--- config.mk ---
export PLATFORM = sky130hd
export DESIGN_NAME = fetch_queue_unit
export DESIGN_NICKNAME = d
export VERILOG_FILES = /design/src/rtl/fetch_queue_unit.sv
export SDC_FILE = /design/constraint.sdc
export NUM_CORES = 1
export LEC_CHECK = 0
export ABC_CLOCK_PERIOD_IN_PS = 4850
export CAP_MARGIN = 0
export CORE_MARGIN = 4
export CORE_UTILIZATION = 55
export DETAILED_ROUTE_END_ITERATION = 12
export GPL_ROUTABILITY_DRIVEN = 0
export GPL_TIMING_DRIVEN = 0
export PLACE_DENSITY = 0.8
export SLEW_MARGIN = 10
export SYNTH_ARGS = -nofsm -noshare
export SYNTH_HDL_FRONTEND = slang
export SYNTH_SLANG_ARGS = --single-unit
export TNS_END_PERCENT = 30
--- constraint.sdc ---
create_clock -name clk -period 4.85 [get_ports clk]
set_input_delay 0.97 -clock clk [delete_from_list [all_inputs] [get_ports clk]]
set_output_delay 0.97 -clock clk [all_outputs]
set_load 0.01 [all_outputs]
--- src/rtl/fetch_queue_unit.sv ---
// fetch_queue_unit: pipelined instruction fetch with credit-limited issue, in-order response queue and redirect flush
module fetch_queue_unit #(
    parameter int              XLEN     = 32,
    parameter int              DEPTH    = 4,
    parameter logic [XLEN-1:0] RESET_PC = '0
) (
    input  logic            clk,
    input  logic            rst,
    output logic            imem_req_o,
    output logic [XLEN-1:0] imem_addr_o,
    input  logic            imem_ready_i,
    input  logic            imem_rvalid_i,
    input  logic [XLEN-1:0] imem_rdata_i,
    input  logic            redirect_i,
    input  logic [XLEN-1:0] redirect_pc_i,
    input  logic            stall_i,
    output logic            out_valid_o,
    output logic [XLEN-1:0] out_instr_o,
    output logic [XLEN-1:0] out_pc_o,
    output logic [XLEN-1:0] out_pc_plus4_o
);
    localparam int CW = $clog2(DEPTH + 1);
    localparam int AW = $clog2(DEPTH);

    logic [XLEN-1:0] fetch_pc_q, fetch_pc_d;
    logic [XLEN-1:0] resp_pc_q, resp_pc_d;
    logic [XLEN-1:0] instr_mem_q [DEPTH];
    logic [XLEN-1:0] pc_mem_q [DEPTH];
    logic [AW-1:0]   head_q, head_d, tail_q, tail_d;
    logic [CW-1:0]   count_q, count_d, inflight_q, inflight_d, drop_q, drop_d;
    logic [CW:0]     credit;
    logic [XLEN-1:0] target;
    logic            issue, push, pop, dropping, empty;

    // Handshakes, credit check and head presentation
    always_comb begin
        target         = redirect_pc_i & ~XLEN'(3);
        credit         = {1'b0, count_q} + {1'b0, inflight_q};
        imem_req_o     = ~rst & ~redirect_i & (credit < (CW+1)'(DEPTH));
        imem_addr_o    = fetch_pc_q;
        issue          = imem_req_o & imem_ready_i;
        dropping       = drop_q != '0;
        push           = imem_rvalid_i & ~dropping & ~redirect_i;
        empty          = count_q == '0;
        out_valid_o    = ~empty & ~redirect_i;
        pop            = out_valid_o & ~stall_i;
        out_instr_o    = empty ? '0 : instr_mem_q[head_q];
        out_pc_o       = empty ? '0 : pc_mem_q[head_q];
        out_pc_plus4_o = empty ? '0 : pc_mem_q[head_q] + XLEN'(4);
    end

    // Next state; a redirect overrides issue, push and pop, and every request still
    // outstanding after this cycle's response becomes stale (drop_q is a subset of inflight_q)
    always_comb begin
        fetch_pc_d = redirect_i ? target : issue ? fetch_pc_q + XLEN'(4) : fetch_pc_q;
        resp_pc_d  = redirect_i ? target : push ? resp_pc_q + XLEN'(4) : resp_pc_q;
        head_d     = redirect_i ? '0 : pop ? head_q + AW'(1) : head_q;
        tail_d     = redirect_i ? '0 : push ? tail_q + AW'(1) : tail_q;
        count_d    = redirect_i ? '0 : count_q + CW'(push) - CW'(pop);
        inflight_d = inflight_q + CW'(issue) - CW'(imem_rvalid_i);
        drop_d     = redirect_i ? inflight_q - CW'(imem_rvalid_i)
                                : drop_q - CW'(imem_rvalid_i & dropping);
    end

    // Control state registers
    always_ff @(posedge clk) begin
        if (rst) begin
            fetch_pc_q <= RESET_PC;
            resp_pc_q  <= RESET_PC;
            head_q     <= '0;
            tail_q     <= '0;
            count_q    <= '0;
            inflight_q <= '0;
            drop_q     <= '0;
        end else begin
            fetch_pc_q <= fetch_pc_d;
            resp_pc_q  <= resp_pc_d;
            head_q     <= head_d;
            tail_q     <= tail_d;
            count_q    <= count_d;
            inflight_q <= inflight_d;
            drop_q     <= drop_d;
        end
    end

    // Queue storage, written at the tail with the response and its PC
    always_ff @(posedge clk) begin
        if (!rst && push) begin
            instr_mem_q[tail_q] <= imem_rdata_i;
            pc_mem_q[tail_q]    <= resp_pc_q;
        end
    end

    a_rvalid_has_request: assert property (@(posedge clk) disable iff (rst)
        imem_rvalid_i |-> inflight_q != '0);
    a_credit_bound: assert property (@(posedge clk) disable iff (rst)
        credit <= (CW+1)'(DEPTH));
endmodule

# Word-level counts from Yosys, hierarchy flattened
# Memory sizes are Yosys's and may differ from the RTL's. A register that Yosys moved wholly into a read port is not among the register bits.
# Index checks and enable logic that the tools add are counted.
# classes
bitwise	13
n_addsub	12
n_mux	14
order_cmp	1
n_reduce_logical	7
# op_table
operator	n
32-bit 2-to-1 mux	7
32-bit by 3-bit adder with 32-bit output (second input constant)	3
3-bit by 1-bit subtractor with 3-bit output	4
1-bit AND	8
2-bit 2-to-1 mux	4
3-bit by 1-bit adder with 3-bit output	2
1-bit inverter	5
2-bit by 1-bit adder with 2-bit output (second input constant)	2
3-bit by 3-bit adder with 4-bit output	1
4-bit by 3-bit less-than comparator with 1-bit output (second input constant)	1
2-bit nonzero test	2
3-bit logical NOT	1
3-bit 2-to-1 mux	1
3-bit nonzero test	1
1-bit 2-to-1 mux	2
2-bit OR reduction	1
1-bit logical AND	1
1-bit logical NOT	1
# totals
mem_count	2
inputBits	70
out_inout_bits	130
word_cells	58
ff_bits	77
mem_bits_rw	256
# memory_table
memory	words	word_bits	read_ports	rd_ports_with_merged_regs	wr	line	text
instr_mem_q	4	32	1	1	1	27	logic [XLEN-1:0] instr_mem_q [DEPTH];
pc_mem_q	4	32	1	1	1	28	logic [XLEN-1:0] pc_mem_q [DEPTH];

# Depth between registers and ports, before layout
# logic_depth
depth_word	7
ltp_mapped	12
depth_no_buf	10

# Worst setup path before layout
# No wires, ideal clock.
# synth_timing
path_kind	input to register
startpoint	input imem_rvalid_i
endpoint	memory instr_mem_q[0][0], enable pin
setup_ps	426
path_stages	4
t_required_ps	4424
n_path_buf	1
arrival_time_ps	3350
path_slack_ps	1073
cell_sequence	nor4b_2 > clkbuf_1 > and3_1 > and2_1
# synth_between
elab_chain_len	5
# synth_rtl
element	line	text
start, declared	12	input logic imem_rvalid_i,
1-bit AND (2 in series)	43	push = imem_rvalid_i & ~dropping & ~redirect_i;
1-bit logical AND	88	if (!rst && push) begin
1-bit 2-to-1 mux	88	
1-bit 2-to-1 mux (not written as such)	89	instr_mem_q[tail_q] <= imem_rdata_i;
end, declared	27	
# No other way between the ends.

==> metrics.cfg <==
[status]
status = finished clean

[cts]
htreeDepth = 2
cts_max_path_buffers = 3
clk_pin_slew_ps = 60
postCtsSetupRepairBufs = 0
cts_tree = built
clk_latency_ps = 510
cts_root_buf = clkbuf_16
numCtsBuffers = 34
cts.sinks = 323
hold_buffers = 0

[sta]
worstMarginPinSlew_ps = 1120
finalSetupViolations = 0
skew_ps = 18.3
finalWorstPathRequiredPeriod_ps = 4740
maxSlewViolCount = 0
holdWs_ps = 515
min_period_over_period_pct = 97.7
max_slew_margin_pct = 24.5
finalHoldViolations = 0
final.setup.tns_ps = 0
max_freq_mhz = 211
rsz0062_at_grt = yes

[global_routing]
grt_antenna_before_repair = 0
grt_max_degree = 54
grt_usage_pct = 23.8
grt_first_pass_wirelength_um = 53800
overflow = 0
grt_pass1_vias = 9551

[logic_synthesis]
yosys_warnings = 0
synth_flop_cell = edfxtp_1
synth-seq-cells = 323
syn-mean-instance-area_um2 = 13.8
ys_seq_area_share_pct = 62.8
synth_cell_types = 60
yosysMostFrequentCell = edfxtp_1
synth_edf_count = 248
ys_top_cells_by_count = edfxtp_1, dfxtp_1, nor2_1, nor2b_1, mux4_2
syn_area_um2 = 14200
async_flop_share_pct = 0
yosysTopAreaCell = edfxtp_1
synth_area_leaders = edfxtp_1, dfxtp_1, mux4_2
syn_inst = 1029
netlist.area_leader.share_pct = 52.3

[min_path]
min_from = imem_addr_o[31]
whs_path_depth = 2
hold_class = flip-flop to flip-flop
min_to = imem_addr_o[31]

[final_layout]
syn2layout_area_growth_pct = 24.9
n_fill_cell = 1675
drive_above_1_share_pct = 11.7
nets = 1352
regArea_um2 = 8950
instances_no_fill = 1616
multiInputGateArea_um2 = 4930
antenna_cells = 0

[routing]
totalWireLength_um = 34400
drt-initial-drc-count = 891
wl_per_cell_um = 21.3
num_vias = 9686
viasPerCell = 5.99
drc_errors = 0
drtAntennaViolNets = 0
firstDrtPassIters = 6

[critical_path]
rr_startpoint = count_q[1]
cp-start-kind = flip-flop
worstSetupPathType = flip-flop to output port
timing.rr.end = inflight_q[2]
cp.required_ps = 3880
r2r_slack_ps = 1620
rr_worst_depth = 11
worstPathArrival_ps = 3770
endpoint_kind = output port
crit_fanout = 10

[die]
fp.coreArea_um2 = 25300
num_io_pins = 200
die_height_um = 169
die_area_um2 = 28500
rows = 58
die_w_um = 169
initial_core_util_pct = 56.2

[placement]
dp_hpwl_um = 23200
dp_cells = 1557
io_buffers = 189

[job]
cap_violations = 0

[pwr]
power_density_nw_per_um2 = 350
irDropWorstVdd_mv = 0.215
p_leak_uw = 0.00570

==> critical path, cell delays in order (launching register included) <==
cell and delay (ps):
dfxtp_1 310, buf_6 150, buf_12 160, mux4_2 410
ha_1 230, nand4_1 100, or4_4 450, buf_6 160
or4_1 490, a21oi_1 220, clkdlybuf4s50_1 580
==> area by class of cell <==
cell class | instances | share of cell area, %
flip-flops and latches | 323 | 50.3
multi-input cells | 621 | 27.7
repair buffers | 193 | 11.2
clock buffers | 41 | 4.99
well taps | 330 | 2.32
plain buffers | 62 | 1.73
clock inverters | 18 | 1.16
inverters | 28 | 0.591
==> sequential cells by signal (all words and copies together), names as in the netlist, named ones only <==
signal	flops
instr_mem_q	128
imem_addr_o	30
inflight_q	3
tail_q	2
resp_pc_q	30
pc_mem_q	120
count_q	3
drop_q	3
head_q	2
==> layout by cell type, fill, tap and decap left out, drive strengths merged, types with 7 or more instances in the layout <==
cell,count
nor2,63
and2,11
a21oi,36
or3,16
ha,17
nor4,16
clkinv,12
nand2,56
mux2,9
nand3,28
or4,8
dfxtp,75
clkdlybuf4s50,188
inv,30
edfxtp,248
nand4,29
nor3,19
xor2,10
o21ai,32
o21a,9
buf,23
a211oi,14
clkbuf,84
nor2b,62
and3,15
and4,7
mux4,62
xnor2,34
a31oi,24
==> per-stage QoR <==
stage                     utilization, %  cell area, um^2  setup slack, ps  total power [uW]
after detailed placement            65.9            16700              431              3720
after global routing                70.2            17800            -17.6              6440
final                               70.2            17800              112              6220
after CTS                           70.2            17800             50.4              6250
after floorplan                        -            14300             1070              3440
after global placement              65.4            16600            -1040              3700
==> per-layer routing <==
metal	track usage (%)	share of wire [%]	vias up
met5	0	0	-
li1	-	-	4421
met2	38.6	48	492
met3	4.27	9.2	50
met4	5.22	1.6	0
met1	34.3	41	4723
==> power by group <==
part           leakage (uW)  switching (uW)  internal [uW]  total (uW)
Sequential          0.00287            81.5           3050        3130
Combinational       0.00229             273            259         532
Clock              0.000537            1030           1520        2550
==> how the worst max path moves through the flow <==
stage | from | end | depth (start not counted)
6_report | flip-flop | out_pc_plus4_o[30] | 10
5_1_grt | count_q[2] | out_pc_plus4_o[16] | 6
4_1_cts | flip-flop | out_pc_plus4_o[30] | 10
3_5_place_dp | flip-flop | out_pc_plus4_o[30] | 8
3_3_place_gp | imem_rvalid_i | instr_mem_q[0][14] | 5
2_1_floorplan | imem_rvalid_i | instr_mem_q[0][0] | 4
==> logic make-up (layout without fill, tap and decap cells) <==
kind of cell / after synthesis / count (layout) / synth area share [%]
XOR/XNOR: 44 / 44 / 2.71
adder cells (fa/ha/maj): 19 / 19 / 1.77
flip-flops: 323 / 323 / 62.8
AND/OR/NAND/NOR: 338 / 338 / 13.0
buffers and inverters: 90 / 342 / 2.85
AO/OA/AOI/OAI: 142 / 142 / 6.23
multiplexers: 72 / 72 / 10.6
other: 1 / 6 / 0.0263
==> repair_timing <==
action,CTS,global route
endpoints found under the hold margin,0,0
pin swaps,0,0
resized for setup,3,2
setup endpoints to repair,12,8
(Power assumes the default switching activity.)
